--- src/rtl/uart_pkg.sv ---
// Shared UART receive definitions: FSM encodings, data width, default oversample rate.
// Parity helper is used only when UART_RX_PARITY_EN is defined.
package uart_pkg;

    localparam int UART_DATA_BITS     = 8;
    localparam int OVERSAMPLE_DEFAULT = 16;

    typedef enum logic [2:0] {
        IDLE      = 3'b000,
        START     = 3'b001,
        DATA      = 3'b010,
        PARITY    = 3'b011,
        STOP      = 3'b100,
        WAIT_HIGH = 3'b101
    } rx_state_e;

    // Even parity: a clean frame XORs to zero across data and parity bit.
    function automatic logic even_parity_err(input logic [UART_DATA_BITS-1:0] d, input logic p);
        return ^{d, p};
    endfunction

endpackage

--- src/rtl/uart_rx_sync.sv ---
// rx_in synchronizer (flops reset high = idle line) with registered falling-edge strobe.
// Latency: rx_sync follows rx_in after SYNC_STAGES cycles; rx_fall pulses in that same cycle.
module uart_rx_sync #(
    parameter int SYNC_STAGES = 2
) (
    input  logic clk_in,
    input  logic reset,
    input  logic rx_in,
    output logic rx_sync,
    output logic rx_fall
);

    logic [SYNC_STAGES-1:0] sync_q;
    logic                   fall_q;

    // The edge is flagged from the next value of the last stage, so the strobe
    // lines up with rx_sync going low instead of trailing it by a cycle.
    always_ff @(posedge clk_in or negedge reset) begin
        if (!reset) begin
            sync_q <= '1;
            fall_q <= 1'b0;
        end else begin
            sync_q <= {sync_q[SYNC_STAGES-2:0], rx_in};
            fall_q <= sync_q[SYNC_STAGES-1] & ~sync_q[SYNC_STAGES-2];
        end
    end

    assign rx_sync = sync_q[SYNC_STAGES-1];
    assign rx_fall = fall_q;

endmodule

--- src/rtl/uart_receiver.sv ---
// 8N1 UART receiver (8E1 with UART_RX_PARITY_EN): 16x oversampled, mid-bit sampling, pulsed status.
// Results registered one cycle after the stop-bit sample tick; no backpressure, byte held until next good frame.
module uart_receiver
    import uart_pkg::*;
#(
    parameter int OVERSAMPLE  = OVERSAMPLE_DEFAULT,
    parameter int SYNC_STAGES = 2
) (
    input  logic                      clk_in,
    input  logic                      reset,
    input  logic                      tick16,
    input  logic                      rx_in,
    output logic [UART_DATA_BITS-1:0] data_out,
    output logic                      data_valid,
    output logic                      frame_err,
    output logic                      parity_err
);

    localparam int             TW        = $clog2(OVERSAMPLE);
    localparam logic [TW-1:0]  MID_START = TW'(OVERSAMPLE / 2 - 1);
    localparam logic [TW-1:0]  MID_BIT   = TW'(OVERSAMPLE - 1);

    logic rx_sync;
    logic rx_fall;

    rx_state_e                 state_q, state_d;
    logic [TW-1:0]             tcnt_q,  tcnt_d;
    logic [2:0]                bcnt_q,  bcnt_d;
    logic [UART_DATA_BITS-1:0] shift_q, shift_d;
    logic [UART_DATA_BITS-1:0] data_q,  data_d;
    logic                      dv_q,    dv_d;
    logic                      fe_q,    fe_d;
`ifdef UART_RX_PARITY_EN
    logic                      par_q,   par_d;
    logic                      pe_q,    pe_d;
`endif

    uart_rx_sync #(
        .SYNC_STAGES (SYNC_STAGES)
    ) u_sync (
        .clk_in  (clk_in),
        .reset   (reset),
        .rx_in   (rx_in),
        .rx_sync (rx_sync),
        .rx_fall (rx_fall)
    );

    always_comb begin
        state_d = state_q;
        tcnt_d  = tcnt_q;
        bcnt_d  = bcnt_q;
        shift_d = shift_q;
        data_d  = data_q;
        dv_d    = 1'b0;
        fe_d    = 1'b0;
`ifdef UART_RX_PARITY_EN
        par_d   = par_q;
        pe_d    = 1'b0;
`endif
        if (tick16) begin
            tcnt_d = tcnt_q + TW'(1);
        end

        case (state_q)
            IDLE: begin
                tcnt_d = '0;
                if (rx_fall) begin
                    state_d = START;
                end
            end

            START: begin
                // A start bit that is high again at its midpoint was a glitch.
                if (tick16 && tcnt_q == MID_START) begin
                    tcnt_d = '0;
                    if (rx_sync) begin
                        state_d = IDLE;
                    end else begin
                        state_d = DATA;
                        bcnt_d  = '0;
                    end
                end
            end

            DATA: begin
                if (tick16 && tcnt_q == MID_BIT) begin
                    shift_d = {rx_sync, shift_q[UART_DATA_BITS-1:1]};
                    bcnt_d  = bcnt_q + 3'd1;
                    if (bcnt_q == 3'd7) begin
                        tcnt_d  = '0;
`ifdef UART_RX_PARITY_EN
                        state_d = PARITY;
`else
                        state_d = STOP;
`endif
                    end
                end
            end

`ifdef UART_RX_PARITY_EN
            PARITY: begin
                if (tick16 && tcnt_q == MID_BIT) begin
                    par_d   = rx_sync;
                    tcnt_d  = '0;
                    state_d = STOP;
                end
            end
`endif

            STOP: begin
                if (tick16 && tcnt_q == MID_BIT) begin
                    tcnt_d = '0;
                    if (rx_sync) begin
                        data_d  = shift_q;
                        dv_d    = 1'b1;
`ifdef UART_RX_PARITY_EN
                        pe_d    = even_parity_err(shift_q, par_q);
`endif
                        state_d = IDLE;
                    end else begin
                        fe_d    = 1'b1;
                        state_d = WAIT_HIGH;
                    end
                end
            end

            WAIT_HIGH: begin
                // Hold off through a break so a long low never looks like a start bit.
                tcnt_d = '0;
                if (rx_sync) begin
                    state_d = IDLE;
                end
            end

            default: begin
                tcnt_d  = '0;
                state_d = IDLE;
            end
        endcase
    end

    always_ff @(posedge clk_in or negedge reset) begin
        if (!reset) begin
            state_q <= IDLE;
            tcnt_q  <= '0;
            bcnt_q  <= '0;
            shift_q <= '0;
            data_q  <= '0;
            dv_q    <= 1'b0;
            fe_q    <= 1'b0;
`ifdef UART_RX_PARITY_EN
            par_q   <= 1'b0;
            pe_q    <= 1'b0;
`endif
        end else begin
            state_q <= state_d;
            tcnt_q  <= tcnt_d;
            bcnt_q  <= bcnt_d;
            shift_q <= shift_d;
            data_q  <= data_d;
            dv_q    <= dv_d;
            fe_q    <= fe_d;
`ifdef UART_RX_PARITY_EN
            par_q   <= par_d;
            pe_q    <= pe_d;
`endif
        end
    end

    assign data_out   = data_q;
    assign data_valid = dv_q;
    assign frame_err  = fe_q;
`ifdef UART_RX_PARITY_EN
    assign parity_err = pe_q;
`else
    assign parity_err = 1'b0;
`endif

endmodule
--- config.mk ---
export PLATFORM = sky130hd
export DESIGN_NAME = uart_receiver
export DESIGN_NICKNAME = d
export VERILOG_FILES = /design/src/rtl/uart_pkg.sv /design/src/rtl/uart_rx_sync.sv /design/src/rtl/uart_receiver.sv
export SDC_FILE = /design/constraint.sdc
export NUM_CORES = 1
export LEC_CHECK = 0
export ABC_AREA = 1
export CORE_ASPECT_RATIO = 0.7
export CORE_MARGIN = 2
export CORE_UTILIZATION = 59
export DETAILED_ROUTE_END_ITERATION = 8
export PLACE_DENSITY_LB_ADDON = 0.08
export RECOVER_POWER = 50
export SYNTH_ARGS = -nofsm -noshare
export SYNTH_HDL_FRONTEND = slang
export SYNTH_SLANG_ARGS = --single-unit
export TNS_END_PERCENT = 1
--- constraint.sdc ---
create_clock -name clk_in -period 1.9 [get_ports clk_in]
set_input_delay 0.19 -clock clk_in [delete_from_list [all_inputs] [get_ports clk_in]]
set_output_delay 0.19 -clock clk_in [all_outputs]
set_load 0.005 [all_outputs]
==> metrics.md, run 1 <==
| Metric | Value |
|---|---|
| MaxCap Viol Count | 0 |
| Average instance area after synthesis | about 8.9 um2 |
| Pin slew with the least headroom to its limit | 0.732 ns |
| Gate count after technology mapping | 158 |
| Path category of the worst min-delay check | reg2reg |
| Die width | 62.5 um |
| Total CTS buffers | 5 |
| Detailed-route vias per instance | 4.94 |
| Worst Slack Setup Final | 0.273 ns |
| CTS tree | done |
| Sort of element at the start of the critical path | flop |
| Final cell count without fillers | 210 |
| Total gr overflow | 0 |
| Cell with the most instances on the worst path | sky130_fd_sc_hd__nand2_1 |
| Type of the worst setup path | reg2reg |
| Synthesized-area fraction occupied by adder cells | about 2.7% |
| Proportion of synthesized area in mux cells | less than 1% |
| Max FO, Critical Path | 11 |
| Critical path endpoint category | flop |
| Largest voltage drop on the vdd net | 0.708 mV |
| CTS Root Buffer Type | sky130_fd_sc_hd__clkbuf_4 |
| Dpl cells | about 200 |
| Total via count in the routed design | 1038 |
| Aggregate negative setup slack | 0 ns |
| Storage cell area | 778 um2 |
| Routed WL | 2.43 mm |
| Count of yosys warnings during synthesis | 0 |
| Number of gates resized after CTS | 0 |
| Number of distinct standard cells referenced by the synthesized netlist | 30 |
| Number of endpoints failing setup at the final stage | 0 |
| Number of nets in the synthesized netlist | 165 |
| Xor/xnor cell area share of the yosys netlist | 1.24% |
| Diodes inserted | 0 |
| Layout cell share with drive strength beyond 1 | 10.7% |
| Total leakage power | 0.840 nW |
| Row cnt | 14 |
| GPL Wtd Cong | ~0.87 |
| Number of nets still failing antenna checks after routing | 0 |
| Sequential cell area fraction in the yosys report | 55.0% |
| Dominant cells by area after synthesis | sky130_fd_sc_hd__dfrtp_1 51%, sky130_fd_sc_hd__nand2_1 10%, sky130_fd_sc_hd__inv_1 4.8% |
| Source-to-sink clock delay at the later pin of the worst-skew pair | ~0.33 ns |
| Slew Viols, Final | 0 |
| Hold-fix buffers, CTS | 0 |
| Wire length of the first global-routing pass | ~4.2 mm |
| Outcome | finished clean |
| Count of nets after finishing | roughly 180 |
| Fraction of the mapped netlist area in simple logic gates | between 20% and 30% |
| Number of storage elements in the synthesis netlist | 31 |
| Final period util | 85.6% |
| Post-place setup slack | 0.0900 ns |
| Clock Pin Slew Worst Setup and Hold Paths | 0.09 ns |
| Number of H-tree levels | 2 |
| Starting utilization of the core area | between 60 and 70% |
| Multi-input logic area | 524 um2 |
| Area fraction of the dominant cell type after synthesis | 51.3% |
| Area grow syn2layout | 15.6% |
| DRT iter0 DRCs | 75 |
| Maximum clock path buffer count | 2 |
| Number of antenna violations at the first check in global routing | 0 |
| Number of clock sinks seen by CTS | 31 |
| Power per cell area | 1140 nW/um2 |
| Total GRT Usage | 20.5% |
| CP max-delay cell | sky130_fd_sc_hd__dfrtp_1 |
| Post-synth design cell area | about 1400 um2 |
| Number of failing hold endpoints at the final stage | 0 |
| Critical path arrival | 1.84 ns |
| Compound-cell area share of the yosys netlist | 7.43% |
| Synth area leader | sky130_fd_sc_hd__dfrtp_1 |
| Count of pins on the block boundary | 15 |
| Iteration count of the initial detailed-routing pass | 4 |
| Die area | 2810 um2 |
| Y dimension of the die | 45.0 um |
| Routed len/inst | 11.6 um |
| Core area | 2210 um2 |
| Unrepaired setup endpoints after global routing | no |
| Total power | 1.86 mW |
| Post-Route Skew | 0.00716 ns |
| Buffers added on ports | 13 |
| Detailed placement HPWL | 1.72 mm |
| Total DRC errors in the routed layout | 0 |
| Pin count of the biggest net entering global routing | 32 |
| Cell chain of the critical path | ha_1 > nand2_2 > nor2_4 > nand2_1 > inv_1 > nand2_1 > o21ai_0 |
| Data required time of the critical path | 2.11 ns |
| Number of global-route vias before repair | between 900 and 1000 |
| Number of buffers inserted by post-CTS setup repair | 0 |
| Count of filler cells inserted in the layout | 171 |
| Slew headroom | between 50 and 60% |
| Biggest cell delay along the critical path | 0.41 ns |
| Upper clock frequency limit | slightly above 0.6 GHz |
| Dominant combinational cell family by area after synthesis | simple AND/OR/NAND/NOR gates |
| Final worst path period need | around 1.6 ns |
| Worst hold margin | 0.386 ns |
[worst max-delay path: cells and delay by family, from the launching register on]
family	cells	cell delay, ns
adders and majority gates	1	0.22
AOI/OAI and AO/OA	1	0.07
buffers and inverters	1	0.22
and+or+nand+nor	4	0.59
DFF	1	0.41
[metrics by stage]
stage	utilization [%]	cell area, um2
after floorplan	-	1410
after global placement	71.4	1580
after detailed placement	71.4	1580
after CTS	74.5	1640
after global routing	74.0	1630
final	74.0	1630
[final timing paths]
kind                                         end        startpoint  depth (start not counted)  slack [ns]
worst max-delay path                  shift_q[6]         tcnt_q[0]                          7        0.27
worst min-delay path            u_sync.sync_q[1]  u_sync.sync_q[0]                          0        0.39
worst max register to register        shift_q[6]         tcnt_q[0]                          7        0.27
worst min register to register  u_sync.sync_q[1]  u_sync.sync_q[0]                          0        0.39
max in group asynchronous             shift_q[4]             reset                          2        0.99
min in group asynchronous              frame_err             reset                          2        0.44
[state kept, by name, summed over array words and instances (netlist names), 2 cells and up]
signal         cells
u_sync.sync_q      2
data_out           8
shift_q            8
bcnt_q             3
tcnt_q             4
state_q            3
[power by group]
group | internal (mW) | switching (mW)
combinational | 0.180 | 0.342
sequential | 0.798 | 0.109
clock | 0.218 | 0.217
total | 1.20 | 0.668
[synthesized netlist by cell type]
cell type and instances:
sky130_fd_sc_hd__a21oi_1 4, sky130_fd_sc_hd__buf_2 1, sky130_fd_sc_hd__buf_4 1, sky130_fd_sc_hd__buf_6 1, sky130_fd_sc_hd__clkinv_2 1, sky130_fd_sc_hd__conb_1 1
sky130_fd_sc_hd__dfrtp_1 29, sky130_fd_sc_hd__dfstp_2 2, sky130_fd_sc_hd__ha_1 3, sky130_fd_sc_hd__inv_1 18, sky130_fd_sc_hd__inv_2 2, sky130_fd_sc_hd__mux2i_1 1
sky130_fd_sc_hd__nand2_1 39, sky130_fd_sc_hd__nand2_2 2, sky130_fd_sc_hd__nand2_4 1, sky130_fd_sc_hd__nand3_1 8, sky130_fd_sc_hd__nand3_2 1, sky130_fd_sc_hd__nand3b_1 1
sky130_fd_sc_hd__nand4_1 2, sky130_fd_sc_hd__nor2_1 18, sky130_fd_sc_hd__nor2_4 2, sky130_fd_sc_hd__nor3_1 1, sky130_fd_sc_hd__nor3_4 1, sky130_fd_sc_hd__o2111ai_1 1
sky130_fd_sc_hd__o21ai_0 8, sky130_fd_sc_hd__o21ai_1 4, sky130_fd_sc_hd__o21ai_2 1, sky130_fd_sc_hd__o21bai_1 1, sky130_fd_sc_hd__or2_1 1, sky130_fd_sc_hd__xor2_1 2
[per-layer routing]
layer	vias up	wire length, um	GRT usage (%)
li1	529	-	-
met1	485	1210	26.9
met2	20	1060	32.0
met3	4	133	7.48
met4	0	27	8.00
met5	-	0	0
[cells by family (layout without fill, tap and decap cells)]
group           after synthesis  in the layout
simple gates                 77             77
flops                        31             31
buf+inv                      24             44
compound gates               19             19
fa+ha+maj                     3              3
xor+xnor                      2              2
other cells                   1              1
mux                           1              1
[final cells by class]
class                      instances  share of cell area [%]
multi-input combinational        103                    32.1
timing repair buffer              15                    8.73
clock buffer                       8                    4.21
sequential                        31                    47.6
tap                               32                    2.45
inverter                          21                    4.90
[layout by cell type, fill, tap and decap left out, drive strengths merged]
master         synthesis  final
buf                    3      1
o2111ai                1      1
ha                     3      3
dfrtp                 29     29
a21oi                  4      4
o21bai                 1      1
dlygate4sd3            0      2
nand2                 42     42
inv                   20     20
nor3                   2      2
o21ai                 13     13
conb                   1      1
mux2i                  1      1
nand3                  9      9
or2                    1      1
nand3b                 1      1
clkinv                 1      1
nor2                  20     20
xor2                   2      2
clkdlybuf4s50          0     11
clkbuf                 0      9
nand4                  2      2
dfstp                  2      2
Power figures use the tool's default switching activity.
==> run 2, diff against run 1 <==
- CORE_UTILIZATION: 59 -> 54
- clock period: 1.9 -> 1.7 ns (I/O delays scaled with it)
==> run 2 against run 1 <==
Net effect:
- clock skew fell by 0.0041 ns
- count of clock-buffer cells in the layout unchanged
- die area up 8.5%
- wire length grew 3.7%
- design area up 4.7%
- flip-flop and latch count is the same
- first-iteration DRC count shrank 37%
- worst setup slack lost 0.051 ns
- via count increased by 1.3%
- hold slack worse by 0.014 ns
- largest cell class unchanged
==> metrics.md, run 2 (synthesis gave the netlist of run 1 again) <==
| Metric | Value |
|---|---|
| Number of gates resized after CTS | 0 (unchanged) |
| Routed len/inst | 11.7 um (+1.3%) |
| Total cell area at the placement stage | 1610 um2 (+2.4%) |
| Combinational fraction of design power | 27.3% (-0.7 points) |
| Routed WL | 2.52 mm (+3.7%) |
| Number of endpoints failing setup at the final stage | 0 (unchanged) |
| Total CTS buffers | 5 (unchanged) |
| Number of antenna violations at the first check in global routing | 0 (unchanged) |
| WP buf/inv | 2 (+1) |
| DRT iter0 DRCs | 47 (-37%) |
| Number of nets still failing antenna checks after routing | 0 (unchanged) |
| Pin count of the biggest net entering global routing | 32 (unchanged) |
| Register-to-Register Path Depth | 7 (unchanged) |
| MaxCap Viol Count | 0 (unchanged) |
| Layout cell share with drive strength beyond 1 | 13.3% (+2.6 points) |
| Wire length of the first global-routing pass | 4.29 mm (+1.8%) |
| Core area | 2480 um2 (+12%) |
| Final worst path period need | 1.48 ns (-0.149 ns) |
| Commonest non-fill, non-tap cell in the layout | sky130_fd_sc_hd__nand2_1 |
| Biggest cell delay along the critical path | 0.41 ns (about the same) |
| Hold Crit Endpoint | u_sync.sync_q[1] |
| Number of buffers inserted by post-CTS setup repair | 0 (unchanged) |
| Power per cell area | 1320 nW/um2 (+16%) |
| Buffers added on ports | 13 (unchanged) |
| Row cnt | 15 (+1) |
| Count of pins on the block boundary | 15 (unchanged) |
| Beginning of the worst register-to-register path | state_q[2] |
| Sort of element at the start of the critical path | flop |
| Slew headroom | 50.8% (-0.44 points) |
| Number of H-tree levels | 2 (unchanged) |
| Final period util | 86.9% (+1.3 points) |
| Critical path endpoint category | flop |
| Die area | 3050 um2 (+8.5%) |
| Total leakage power | 0.890 nW (+6.0%) |
| Count of nets after finishing | 187 (+1.6%) |
| Number of global-route vias before repair | 1002 (+4.4%) |
| Cell family with the largest share of critical-path delay | simple AND/OR/NAND/NOR gates |
| Area grow syn2layout | 21.0% |
| Starting utilization of the core area | 57.1% (-7.0 points) |
| Worst R2R Setup Slack | 0.22 ns (-0.05 ns) |
| Worst Slack Setup Final | 0.222 ns (-0.0514 ns) |
| Detailed placement HPWL | 1.88 mm (+9.0%) |
| Hold-fix buffers, CTS | 0 (unchanged) |
| Internal power of the cells | 1.49 mW (+25%) |
| Clock Pin Slew Worst Setup and Hold Paths | 0.06 ns (-0.03 ns) |
| Pin slew with the least headroom to its limit | 0.738 ns (+0.00655 ns) |
| Reg power frac | 44.9% (-3.8 points) |
| Worst hold path cell count | 0 (unchanged) |
| Max FO, Critical Path | 6 (-5) |
| Iteration count of the initial detailed-routing pass | 4 (unchanged) |
| Data required time of the critical path | 1.87 ns (-0.24 ns) |
| Detailed-route vias per instance | 4.89 (-1.1%) |
| Critical hold path startpoint | u_sync.sync_q[0] |
| Post-Route Skew | 0.00303 ns (-0.00413 ns) |
| Total power | 2.26 mW (+21%) |
| Outcome | finished clean |
| Cell chain of the critical path | inv_1 > nand3_1 > nor2_1 > nor2_1 > buf_4 > nand3_1 > nand2_1 |
| Reg-to-Reg End | state_q[2] |
| Number of clock sinks seen by CTS | 31 (unchanged) |
| Commonest cells after routing, fill and taps aside | 39 x sky130_fd_sc_hd__nand2_1, 29 x sky130_fd_sc_hd__dfrtp_1, 18 x sky130_fd_sc_hd__inv_1, 18 x sky130_fd_sc_hd__nor2_1, 10 x sky130_fd_sc_hd__clkdlybuf4s50_1 |
| Total GRT Usage | 19.8% (-0.66 points) |
| CP max-delay cell | sky130_fd_sc_hd__dfrtp_1 |
| Slew Viols, Final | 0 (unchanged) |
| Upper clock frequency limit | 0.677 GHz (+10%) |
| Die width | 65.2 um (+4.2%) |
| Largest voltage drop on the vdd net | 0.933 mV (+32%) |
| Unrepaired setup endpoints after global routing | no |
| Number of failing hold endpoints at the final stage | 0 (unchanged) |
| Maximum clock path buffer count | 2 (unchanged) |
| Post-place setup slack | 0.103 ns (+0.0132 ns) |
| Total DRC errors in the routed layout | 0 (unchanged) |
| GPL Wtd Cong | 0.863 (-0.59%) |
| Fraction of power spent switching nets | 34.0% (-1.9 points) |
| Total gr overflow | 0 (unchanged) |
| Path category of the worst min-delay check | reg2reg |
| CTS Root Buffer Type | sky130_fd_sc_hd__clkbuf_8 |
| Final Instance Area | 1710 um2 (+4.7%) |
| CTS tree | done |
| Total via count in the routed design | 1051 (+1.3%) |
| Clock power frac | 27.7% (+4.4 points) |
| Source-to-sink clock delay at the later pin of the worst-skew pair | 0.28 ns (-0.05 ns) |
| Critical path arrival | 1.65 ns (-0.19 ns) |
| Y dimension of the die | 46.8 um (+4.1%) |
| Diodes inserted | 0 (unchanged) |
| Psw | 766 uW (+15%) |
| Stages on the worst setup path | 7 (unchanged) |
| Type of the worst setup path | reg2reg |
| Aggregate negative setup slack | 0 ns (unchanged) |
[run 2: cell types whose count changed in the layout (fill, tap and decap cells not counted)]
cell and delta:
sky130_fd_sc_hd__buf_4 +2, sky130_fd_sc_hd__nand2_1 -1, sky130_fd_sc_hd__nand2_4 +1, sky130_fd_sc_hd__clkbuf_8 +5
sky130_fd_sc_hd__dfstp_2 +1, sky130_fd_sc_hd__dlygate4sd3_1 +1, sky130_fd_sc_hd__dfstp_1 -1, sky130_fd_sc_hd__clkbuf_4 -5
sky130_fd_sc_hd__buf_12 +1, sky130_fd_sc_hd__clkdlybuf4s50_1 -1
[run 2: metrics by stage]
step | utilization [%] | hold WS, ns | cells
4_1_cts | 69.1 | 0.280 | 215
6_report | 69.0 | 0.372 | 215
3_5_place_dp | 65.1 | 0.360 | 207
3_3_place_gp | 65.1 | 0.356 | 207
5_1_grt | 69.0 | 0.378 | 215
2_1_floorplan | - | -0.126 | 158
[run 2: layer usage]
layer  track usage [%]  wire length (um)  vias to the layer above
met5                 0                 0                        -
met4              10.0                12                        0
met3              6.47                97                        2
met2              30.2              1100                       19
met1              26.3              1310                      491
li1                  -                 -                      539
[run 2: worst max-delay path by stage]
stage	start	to	slack (ns)
final	state_q[2]	state_q[2]	0.22
after global routing	tcnt_q[1]	tcnt_q[1]	0.08
after CTS	tcnt_q[0]	state_q[2]	0.22
after detailed placement	tick16	tcnt_q[3]	0.10
after global placement	tick16	tcnt_q[1]	0.14
after floorplan	tcnt_q[0]	data_out[2]	0.39
[run 2: power by group through the flow]
stage / combinational [mW] / clock, mW / sequential (mW)
after floorplan: 0.453 / 0 / 0.996
after global placement: 0.599 / 0 / 1.02
after detailed placement: 0.619 / 0 / 1.03
after CTS: 0.622 / 0.647 / 1.01
after global routing: 0.708 / 0.671 / 1.03
final: 0.616 / 0.626 / 1.01
[run 2: cell type report]
class | instances | area [um2]
Tap cell | 34 | 42.5
Timing Repair Buffer | 18 | 178
Sequential cell | 31 | 778
Fill cell | 195 | 767
Multi-Input combinational cell | 103 | 532
Clock buffer | 8 | 100
Inverter | 21 | 80.1
